$ cat src/rtl/seq_restoring_divider.sv
// -----------------------------------------------------------------------------
// seq_restoring_divider
//
// Iterative unsigned restoring (shift-subtract) divider. It produces one
// quotient bit per clock and finishes in WIDTH iterations after the operands
// are accepted. It is the inverse companion of the array multiplier in the
// arithmetic unit.
//
// Ports
//   clk          rising-edge clock
//   rst_n        asynchronous active-low reset
//   start        request, sampled only while busy is low
//   dividend     unsigned numerator, captured with an accepted start
//   divisor      unsigned denominator, captured with an accepted start
//   busy         high while an operation is in progress
//   done         one-cycle pulse; the result outputs are valid in that cycle
//   quotient     registered quotient, held until the next done
//   remainder    registered remainder, held until the next done
//   div_by_zero  registered flag, loaded with done; set when divisor was 0
//
// Timing: the edge that accepts start is edge 0. Edges 1..WIDTH each perform
// one iteration, and the edge that completes iteration WIDTH loads the
// results and raises done. When start is high during the done cycle, new
// operands are taken on the next edge, so one result is produced every
// WIDTH+1 cycles. A start that arrives while busy is high is ignored.
//
// Divide by zero has no early exit. Every trial subtraction succeeds, so the
// quotient is all ones and the remainder equals the dividend.
//
// WIDTH may range from 2 to 16. CNT_W is derived from WIDTH and must not be
// overridden.
// -----------------------------------------------------------------------------
module seq_restoring_divider #(
  parameter int WIDTH = 4,
  parameter int CNT_W = $clog2(WIDTH + 1)
) (
  input  logic             clk,
  input  logic             rst_n,
  input  logic             start,
  input  logic [WIDTH-1:0] dividend,
  input  logic [WIDTH-1:0] divisor,
  output logic             busy,
  output logic             done,
  output logic [WIDTH-1:0] quotient,
  output logic [WIDTH-1:0] remainder,
  output logic             div_by_zero
);

  typedef enum logic [1:0] {
    IDLE = 2'd0,
    CALC = 2'd1,
    DONE = 2'd2
  } state_t;

  localparam logic [CNT_W-1:0] CNT_ZERO = {CNT_W{1'b0}};
  localparam logic [CNT_W-1:0] CNT_ONE  = CNT_W'(1);
  // Counter value seen before the edge that completes the last iteration.
  localparam logic [CNT_W-1:0] CNT_LAST = CNT_W'(WIDTH - 1);
  localparam logic [WIDTH-1:0] W_ZERO   = {WIDTH{1'b0}};

  // Registered state.
  state_t             state_r;
  logic [WIDTH-1:0]   q_r;       // dividend shift register, fills with quotient bits
  logic [WIDTH-1:0]   d_r;       // captured divisor
  // Partial remainder. After every iteration it is below the divisor, so its
  // top bit (bit WIDTH of the nominal WIDTH+1-bit value) is always zero and is
  // not stored. The full WIDTH+1-bit width is rebuilt in r_shift_s.
  logic [WIDTH-1:0]   r_r;
  logic [CNT_W-1:0]   cnt_r;

  // Next-state values.
  state_t             state_s;
  logic [WIDTH-1:0]   q_s;
  logic [WIDTH-1:0]   d_s;
  logic [WIDTH-1:0]   r_s;
  logic [CNT_W-1:0]   cnt_s;
  logic               busy_s;
  logic               done_s;
  logic [WIDTH-1:0]   quotient_s;
  logic [WIDTH-1:0]   remainder_s;
  logic               dbz_s;

  // Datapath for one iteration.
  logic [WIDTH:0]     r_shift_s;  // R' = {R, next dividend bit}
  logic [WIDTH:0]     trial_s;    // T  = R' - D; bit WIDTH set means R' < D

  // State and datapath registers, with asynchronous reset to all zeros.
  always_ff @(posedge clk or negedge rst_n) begin
    if (!rst_n) begin
      state_r     <= IDLE;
      q_r         <= W_ZERO;
      d_r         <= W_ZERO;
      r_r         <= W_ZERO;
      cnt_r       <= CNT_ZERO;
      busy        <= 1'b0;
      done        <= 1'b0;
      quotient    <= W_ZERO;
      remainder   <= W_ZERO;
      div_by_zero <= 1'b0;
    end else begin
      state_r     <= state_s;
      q_r         <= q_s;
      d_r         <= d_s;
      r_r         <= r_s;
      cnt_r       <= cnt_s;
      busy        <= busy_s;
      done        <= done_s;
      quotient    <= quotient_s;
      remainder   <= remainder_s;
      div_by_zero <= dbz_s;
    end
  end

  // Next-state logic and the shift-subtract step.
  always_comb begin
    state_s     = state_r;
    q_s         = q_r;
    d_s         = d_r;
    r_s         = r_r;
    cnt_s       = cnt_r;
    busy_s      = busy;
    done_s      = 1'b0;
    quotient_s  = quotient;
    remainder_s = remainder;
    dbz_s       = div_by_zero;

    r_shift_s   = {r_r, q_r[WIDTH-1]};
    trial_s     = r_shift_s - {1'b0, d_r};

    case (state_r)
      // DONE accepts new operands exactly as IDLE does, which gives
      // back-to-back operation with no idle gap.
      IDLE, DONE: begin
        if (start) begin
          q_s     = dividend;
          d_s     = divisor;
          r_s     = W_ZERO;
          cnt_s   = CNT_ZERO;
          busy_s  = 1'b1;
          state_s = CALC;
        end else begin
          busy_s  = 1'b0;
          state_s = IDLE;
        end
      end

      CALC: begin
        // Restoring step: keep the difference only when it did not borrow.
        if (!trial_s[WIDTH]) begin
          r_s = trial_s[WIDTH-1:0];
          q_s = {q_r[WIDTH-2:0], 1'b1};
        end else begin
          r_s = r_shift_s[WIDTH-1:0];
          q_s = {q_r[WIDTH-2:0], 1'b0};
        end
        cnt_s = cnt_r + CNT_ONE;

        if (cnt_r == CNT_LAST) begin
          quotient_s  = q_s;
          remainder_s = r_s;
          dbz_s       = (d_r == W_ZERO);
          done_s      = 1'b1;
          busy_s      = 1'b0;
          state_s     = DONE;
        end else begin
          busy_s      = 1'b1;
        end
      end

      default: begin
        busy_s  = 1'b0;
        state_s = IDLE;
      end
    endcase
  end

endmodule

$ cat config.mk
export PLATFORM = sky130hd
export DESIGN_NAME = seq_restoring_divider
export DESIGN_NICKNAME = d
export VERILOG_FILES = /design/src/rtl/seq_restoring_divider.sv
export SDC_FILE = /design/constraint.sdc
export NUM_CORES = 1
export LEC_CHECK = 0
export ABC_AREA = 1
export CAP_MARGIN = 10
export CORE_AREA = 3 3 58 60
export CTS_BUF_LIST = sky130_fd_sc_hd__clkbuf_16
export DETAILED_ROUTE_END_ITERATION = 8
export DIE_AREA = 0 0 61 63
export PLACE_DENSITY_LB_ADDON = 0.05
export SLEW_MARGIN = 0
export SYNTH_ARGS = -nofsm -noshare
export SYNTH_HDL_FRONTEND = slang
export SYNTH_SLANG_ARGS = --single-unit
export TNS_END_PERCENT = 5
$ cat constraint.sdc
create_clock -name clk -period 1.7 [get_ports clk]
set_input_delay 0.17 -clock clk [delete_from_list [all_inputs] [get_ports clk]]
set_output_delay 0.17 -clock clk [all_outputs]
set_load 0.005 [all_outputs]
## Word level (Yosys, flattened, before mapping)

Cells that the tools add are included.

| operators by class | value |
|---|---|
| add/sub/neg operators | 2 |
| multipliers | 0 |
| divide/modulo/power cells | 0 |
| $lt $le $gt $ge | 0 |
| equal/unequal tests | 5 |
| shift-type cells | 0 |
| muxes and demuxes | 16 |
| bitwise logic cells | 0 |
| reduce and logical (&&, ||, !) cells | 7 |

Operators by type and width:

| operator | count |
|---|---|
| $pmux W4 S2 | 2 |
| $mux W4 | 3 |
| $mux W1 | 6 |
| $pmux W3 S2 | 1 |
| $reduce_and A2 Y1 | 3 |
| $sub A5 B4 Y5 | 1 |
| $logic_not A4 Y1 | 1 |
| $ne A2 B2 Y1 const B | 2 |
| $pmux W2 S2 | 1 |
| $add A3 B1 Y3 const B | 1 |
| $eq A3 B2 Y1 const B | 1 |
| $mux W3 | 1 |
| $eq A2 B1 Y1 const B | 1 |
| $eq A2 B2 Y1 const B | 1 |
| $logic_not A2 Y1 | 1 |
| $mux W2 | 1 |
| $pmux W1 S2 | 1 |
| $reduce_bool A2 Y1 | 1 |
| $reduce_or A2 Y1 | 1 |

| word-level totals | value |
|---|---|
| flip-flop bits (word level) | 28 |
| bits in latches | 0 |
| bits in writable memories | 0 |
| memory bits (read-only) | 0 |
| bits of input ports | 11 |
| output and inout bits | 11 |
| word-level logic and storage cells | 40 |
| memories kept | 0 |

## Depth between registers and ports, before layout

Gate-level depths: netlist of the first run.

| logic depth | value |
|---|---|
| word-level depth | 4 |
| mapped depth | 13 |
| mapped depth without buffers | 13 |

## Worst setup path after synthesis of the first run

Ideal clock, no wire load.

| timing path | value |
|---|---|
| kind | flip-flop to flip-flop |
| from | reg q_r[3] |
| to | reg r_r[3] |
| library setup time | 0.117 ns |
| arrival time | 1.539 ns |
| data required time | 1.583 ns |
| slack | 0.044 ns |
| cell stages (with the launch flop) | 13 |
| buffers on the path | 0 |
| clock period less this slack | 1.656 ns |
| cells stage by stage | dfrtp_1 -> inv_1 -> ha_1 -> inv_1 -> fa_1 -> nand2_1 -> nand2_1 -> nand3b_2 -> nand2_4 -> nand2_1 -> nand2_1 -> nand2_1 -> nand2_1 |

| between the ends | value |
|---|---|
| longest elaborated chain between the ends | 3 |

Ends and longest elaborated chain:

| what | line | text |
|---|---|---|
| from (decl) | 63 | `logic [WIDTH-1:0] q_r;` |
| from (signal assigned) | 102 | `q_r <= q_s;` |
| $sub A5 B4 Y5 | 128 | `trial_s = r_shift_s - {1'b0, d_r};` |
| $mux W4 | 149 | `if (!trial_s[WIDTH]) begin` |
| $pmux W4 S2 | 130 | `case (state_r)` |
| to (signal assigned) | 104 | `r_r <= r_s;` |
| to (decl) | 68 | `logic [WIDTH-1:0] r_r;` |

Every way passes these cells.
A chain may end at the register's enable or synchronous reset.

## Worst setup path after layout of the first run

| timing path | value |
|---|---|
| from | reg q_r[3] |
| to | reg r_r[0] |

| between the ends | value |
|---|---|
| longest elaborated chain between the ends | 3 |

Ends and longest elaborated chain:

| what | line |
|---|---|
| $sub A5 B4 Y5 | 128 |
| $mux W4 * | 149 |
| $pmux W4 S2 * | 130 |

Mark *: on every way between the ends. The rest lies on a longest branch, timed or not.

==> results.sh, run 1 <==
export IMPL_status="complete, no violations"
export IMPL_cts_buffer_depth=2
export IMPL_syn_inst=143
export IMPL_required_ns=1.85
export IMPL_netlist_area_leader_share=0.5411
export IMPL_r2r_cells=12
export IMPL_ys_seq_elements=28
export IMPL_clkLatencyLatePin_ns=0.26
export IMPL_gp_congestion=0.8101
export IMPL_syn2layout_area_growth_pct=35.17
export IMPL_syn_area_um2=1295
export IMPL_yosysWarningCount=0
export IMPL_layout_drive_gt1_share=0.2011
export IMPL_setup_worst_path_class="reg -> reg"
export IMPL_rrSetupSlack_ns=0.003
export IMPL_p_leak_nw=0.8720
export IMPL_peakVddDrop_mv=0.8294
export IMPL_ant_nets=0
export IMPL_max_freq_ghz=0.5894
export IMPL_wl_met2_um=1332
export IMPL_grt_max_degree=29
export IMPL_fin_ws_ns=0.003400
export IMPL_numPortBuffers=21
export IMPL_start_kind="register"
export IMPL_synth_common_cells="nand2_1 (45), dfrtp_1 (28), inv_1 (14), nand3_1 (10), o21ai_1 (10)"
export IMPL_finalClockSkew_ns=0.001881
export IMPL_grt_overflow=0
export IMPL_drv_slew=0
export IMPL_io_pins=22
export IMPL_maxCapViolCount=0
export IMPL_place_ws_ns=-0.04280
export IMPL_synth_seq_area_share=0.5411
export IMPL_synth_top_flop_cell="dfrtp_1"
export IMPL_cts_hold_buf=0
export IMPL_yosys_top_cells_area="dfrtp_1 (54%), nand2_1 (13%), ha_1 (5.8%)"
export IMPL_cp_arrival_ns=1.85
export IMPL_synth_distinct_cells=22
export IMPL_die_area_um2=3843
export IMPL_layout_cells_non_filler=207
export IMPL_die_w_um=61
export IMPL_grt_pass1_vias=941
export IMPL_initial_core_util=0.4349
export IMPL_drt_wl_total_um=2752
export IMPL_cts_root_buf="clkbuf_16"
export IMPL_p_per_area_nw_per_um2=2290
export IMPL_core_area_um2=2978
export IMPL_multi_input_area_um2=581.8
export IMPL_drtPass1Iterations=4
export IMPL_min_period_over_period=0.9980
export IMPL_synth_area_leader_cell="dfrtp_1"
export IMPL_synth_most_common_cell="nand2_1"
export IMPL_synthArstFlopShare=1.000
export IMPL_tightest_slew_ns=0.3514
export IMPL_avgRoutedWirePerCell_um=13.29
export IMPL_cts_max_level=1
export IMPL_antenna_cells=0
export IMPL_wl_met3_um=110
export IMPL_final_core_util=0.5878
export IMPL_via_per_inst=5.043
export IMPL_cp_end_kind="register"
export IMPL_nets=194
export IMPL_fill_cells=261
export IMPL_clk_pin_slew_ns=0.06
export IMPL_grtUsageTotal=0.1531
export IMPL_numCtsBuffers=3
export IMPL_synth_edf_count=0
export IMPL_die_h_um=63
export IMPL_synth_area_per_cell_um2=9.056
export IMPL_min_path_type="in -> async"
export IMPL_drtIter0Drc=34
export IMPL_layout_area_seq_um2=700.7
export IMPL_max_slew_margin=0.7658
export IMPL_reg2reg_from="q_r[3]"
export IMPL_met1Wirelength_um=1248
export IMPL_cts_tree="yes"
export IMPL_finalSetupViolCount=0
export IMPL_vias=1044
export IMPL_cp_max_fo=6
export IMPL_route_detailed_drc=0
export IMPL_rsz0062_at_grt="true"
export IMPL_post_dp_hpwl_um=1952
export IMPL_row_count=20
export IMPL_hold_viol_final=0
export IMPL_highest_layer="met4"
export IMPL_fin_crit_ns=1.697
export IMPL_rr_endpoint="r_r[0]"
export IMPL_synth_nets=161
export IMPL_placedCellCount=202
export IMPL_cts_sink_count=28
export IMPL_antenna_found_initial=0
export IMPL_grt_pass1_wl_um=4429
==> worst max-delay path, stage by stage (launching register included) <==
cell,delay (ns)
dfrtp_1,0.37
inv_2,0.07
ha_4,0.13
inv_4,0.03
fa_2,0.38
nand2_2,0.08
nand2_4,0.07
nand2_4,0.07
nand2_4,0.07
nand2_4,0.11
nand2_2,0.07
nand3_1,0.07
nand2_1,0.05
==> registers in the layout, summed over array words and instances (netlist names) <==
signal       cells
state_r          2
div_by_zero      1
r_r              4
cnt_r            3
q_r              4
quotient         4
done             1
remainder        4
busy             1
d_r              4
==> what timing repair did <==
action | 4_1_cts | 5_1_grt
pin swaps | 4 | 8
resized for setup | 4 | 16
buffers inserted | 0 | 2
endpoints found under the setup margin | 8 | 9
==> worst max path at each step <==
stage,slack [ns],to,cells after the start,start
floorplan,0.04,r_r[3],12,q_r[3]
global placement,-0.006,remainder[3],12,q_r[3]
detailed placement,-0.04,remainder[3],12,q_r[3]
CTS,-0.02,remainder[3],13,q_r[3]
global route,-0.1,remainder[3],13,q_r[3]
finish,0.003,r_r[0],12,q_r[3]
==> through the flow <==
| stage | hold slack (ns) | total power [mW] | area (µm²) | TNS, ns |
|---|---|---|---|---|
| 4_1_cts | 0.2965 | 3.729 | 1678 | -0.09190 |
| 2_1_floorplan | -0.1256 | 2.462 | 1295 | 0 |
| 3_3_place_gp | 0.4622 | 3.063 | 1589 | -0.009868 |
| 6_report | 0.2812 | 4.008 | 1750 | 0 |
| 5_1_grt | 0.3227 | 4.369 | 1750 | -0.7246 |
| 3_5_place_dp | 0.4671 | 3.129 | 1589 | -0.2189 |
==> metal layers <==
layer	vias up	track usage
met5	-	0
met4	0	0.04878
met3	6	0.03512
met2	36	0.2366
met1	479	0.2092
li1	523	-
==> cell families (layout without fill, tap and decap cells) <==
group | count (synthesis) | in the layout | synth area share
and+or+nand+nor | 68 | 68 | 0.2319
DFF | 28 | 28 | 0.5411
buffers and inverters | 21 | 52 | 0.06280
AOI/OAI and AO/OA | 18 | 18 | 0.08407
adders and majority gates | 7 | 7 | 0.07343
xor gates and xnor gates | 1 | 1 | 0.006765
==> cells in the final DEF, fill, tap and decap left out <==
master,instances
ha_1,5
fa_2,1
nand3b_1,2
clkbuf_16,3
a22o_1,1
inv_4,1
o22ai_1,1
nor2_1,5
o21ai_1,10
o211ai_1,1
nand3_1,8
nand2_1,37
nand4_1,1
dfrtp_1,28
nand2_4,4
a21oi_1,2
buf_4,9
xnor2_1,1
inv_2,6
clkdlybuf4s50_1,21
or2_1,1
inv_1,12
nand2_2,7
a221oi_1,3
nand3_2,2
nand3b_4,1
ha_4,1
==> report_power, final <==
part	internal, mW	leakage [nW]	total, mW	switching (mW)
Clock	0.312	0.0370	0.527	0.215
Combinational	1.03	0.492	2.32	1.29
Sequential	0.994	0.343	1.16	0.169
==> area by class of cell <==
type | count | area share
Clock buffer | 3 | 0.04289
Multi-Input combinational cell | 94 | 0.3324
Inverter | 19 | 0.04217
Sequential cell | 28 | 0.4003
Timing Repair Buffer | 30 | 0.1587
Tap cell | 33 | 0.02359
(Power assumes the default switching activity.)
==> inputs of run 2 (changes only) <==
- CTS_BUF_LIST: sky130_fd_sc_hd__clkbuf_16 -> default
- SLEW_MARGIN: 0 -> 10
==> run 2 against run 1 <==
Compared with the run above:
- register-to-register slack lost 0.05 ns
- global-route usage is 0.082 points higher
- the run now ends with negative setup slack left
- clock skew hardly changed
- total power decreased by 6.0%
- flip-flop and latch count did not move
- combinational power hardly changed
- clock-buffer cell count stayed put
==> results.sh, run 2 (synthesis results as in run 1) <==
export IMPL_status="finished, violations left"
export IMPL_violations="negative setup slack"
export IMPL_drtIter0Drc=24
export IMPL_maxCapViolCount=0
export IMPL_fin_hold_ws_ns=0.1884
export IMPL_hold_viol_final=0
export IMPL_via_per_inst=5.063
export IMPL_min_path_type="in -> async"
export IMPL_layout_drive_gt1_share=0.1954
export IMPL_p_per_area_nw_per_um2=2226
export IMPL_die_w_um=61
export IMPL_route_detailed_drc=0
export IMPL_clkLatencyLatePin_ns=0.33
export IMPL_cp_end_kind="register"
export IMPL_cts_max_level=1
export IMPL_die_area_um2=3843
export IMPL_row_count=20
export IMPL_layout_common_cells="nand2_1 (37), dfrtp_1 (28), clkdlybuf4s50_1 (21)"
export IMPL_max_freq_ghz=0.5726
export IMPL_cp_arrival_ns=1.99
export IMPL_ant_nets=0
export IMPL_place_ws_ns=-0.04280
export IMPL_required_ns=1.94
export IMPL_drt_wl_total_um=2785
export IMPL_grt_overflow=0
export IMPL_finalPower_mw=3.768
export IMPL_grt_pass1_wl_um=4450
export IMPL_antenna_found_initial=0
export IMPL_initial_core_util=0.4349
export IMPL_setup_worst_path_class="reg -> reg"
export IMPL_cts_hold_buf=0
export IMPL_rsz0062_at_grt="true"
export IMPL_crit_chain="inv_2 > ha_4 > inv_4 > fa_2 > nand2_2 > nand2_4 > nand2_4 > nand2_4 > nand2_4 > nand2_2 > nand3_1 > nand2_1"
export IMPL_r2r_cells=12
export IMPL_antenna_cells=0
export IMPL_vias=1048
export IMPL_grt_max_degree=29
export IMPL_cts_tree="yes"
export IMPL_final_common_cell="nand2_1"
export IMPL_nets=194
export IMPL_numPortBuffers=21
export IMPL_cp_max_fo=6
export IMPL_clk_pin_slew_ns=0.15
export IMPL_syn2layout_area_growth_pct=30.72
export IMPL_fin_ws_ns=-0.04628
export IMPL_p_leak_nw=0.8484
export IMPL_die_h_um=63
export IMPL_finalClockSkew_ns=0.002184
export IMPL_cts_root_buf="clkbuf_4"
export IMPL_tightest_slew_ns=0.3507
export IMPL_finalSetupViolCount=9
export IMPL_start_kind="register"
export IMPL_cts_buffer_depth=2
export IMPL_drtPass1Iterations=4
export IMPL_fin_crit_ns=1.746
export IMPL_io_pins=22
export IMPL_avgRoutedWirePerCell_um=13.45
export IMPL_cpMostUsedCell="nand2_4"
export IMPL_grt_pass1_vias=972
export IMPL_reg2reg_from="q_r[3]"
export IMPL_cts_sink_count=28
export IMPL_grtUsageTotal=0.1540
export IMPL_post_dp_hpwl_um=1952
export IMPL_critPathSlowestCell="dfrtp_1"
export IMPL_rrSetupSlack_ns=-0.05
export IMPL_rr_endpoint="remainder[0]"
export IMPL_core_area_um2=2978
export IMPL_drv_slew=0
export IMPL_min_period_over_period=1.027
export IMPL_critPathMaxStageDelay_ns=0.40
export IMPL_peakVddDrop_mv=0.8185
export IMPL_numCtsBuffers=3
export IMPL_gp_congestion=0.8101
export IMPL_max_slew_margin=0.7662
## run 2: cell counts in the layout (fill, tap and decap cells not counted)
Identical to the previous run, type by type.
## run 2: stage by stage
step                       TNS [ns]  std cells  utilization  area (µm²)
final                       -0.2487        207       0.5685        1693
after global routing         -1.043        207       0.5685        1693
after CTS                   -0.1596        205       0.5458        1625
after detailed placement    -0.2189        202       0.5336        1589
after global placement    -0.009868        202       0.5336        1589
after floorplan                   0        143            -        1295
## run 2: worst max-delay path: cells and delay by family (launching register included)
family | cells | cell delay (ns)
buffers and inverters | 2 | 0.11
adder cells (fa/ha/maj) | 2 | 0.52
AND/OR/NAND/NOR | 8 | 0.64
flip-flops | 1 | 0.40
## run 2: how the worst max path moves through the flow
| stage | cells past startpoint | endpoint | start | slack, ns |
|---|---|---|---|---|
| finish | 12 | remainder[0] | q_r[3] | -0.05 |
| global route | 12 | remainder[0] | q_r[3] | -0.14 |
| CTS | 13 | remainder[3] | q_r[3] | -0.03 |
| floorplan | 12 | r_r[3] | q_r[3] | 0.04 |
| detailed placement | 12 | remainder[3] | q_r[3] | -0.04 |
| global placement | 12 | remainder[3] | q_r[3] | -0.006 |
## run 2: report_power, final
group / internal, mW / total (mW) / leakage [nW] / switching (mW)
Sequential: 0.989 / 1.16 / 0.343 / 0.170
Clock: 0.0833 / 0.283 / 0.0138 / 0.200
Combinational: 1.03 / 2.32 / 0.491 / 1.29
## run 2: repair_timing
item | CTS | global route
setup endpoints to repair | 8 | 10
pin swaps | 4 | 8
gates resized for setup | 4 | 15
setup buffers | 0 | 2
## run 2: area by class of cell
class,count,area (µm²)
repair buffers,30,277.8
well taps,33,41.29
fillers,272,1285
multi-input cells,94,576.8
flip-flops and latches,28,700.7
clock buffers,3,22.52
inverters,19,73.82
## run 2: layer usage
| layer | vias to the layer above | part of all wire | global-route usage | wire [µm] |
|---|---|---|---|---|
| li1 | 525 | - | - | - |
| met1 | 493 | 0.46 | 0.2078 | 1270 |
| met2 | 24 | 0.49 | 0.2406 | 1365 |
| met3 | 6 | 0.037 | 0.02893 | 102 |
| met4 | 0 | 0.017 | 0.05691 | 47 |
| met5 | - | 0 | 0 | 0 |
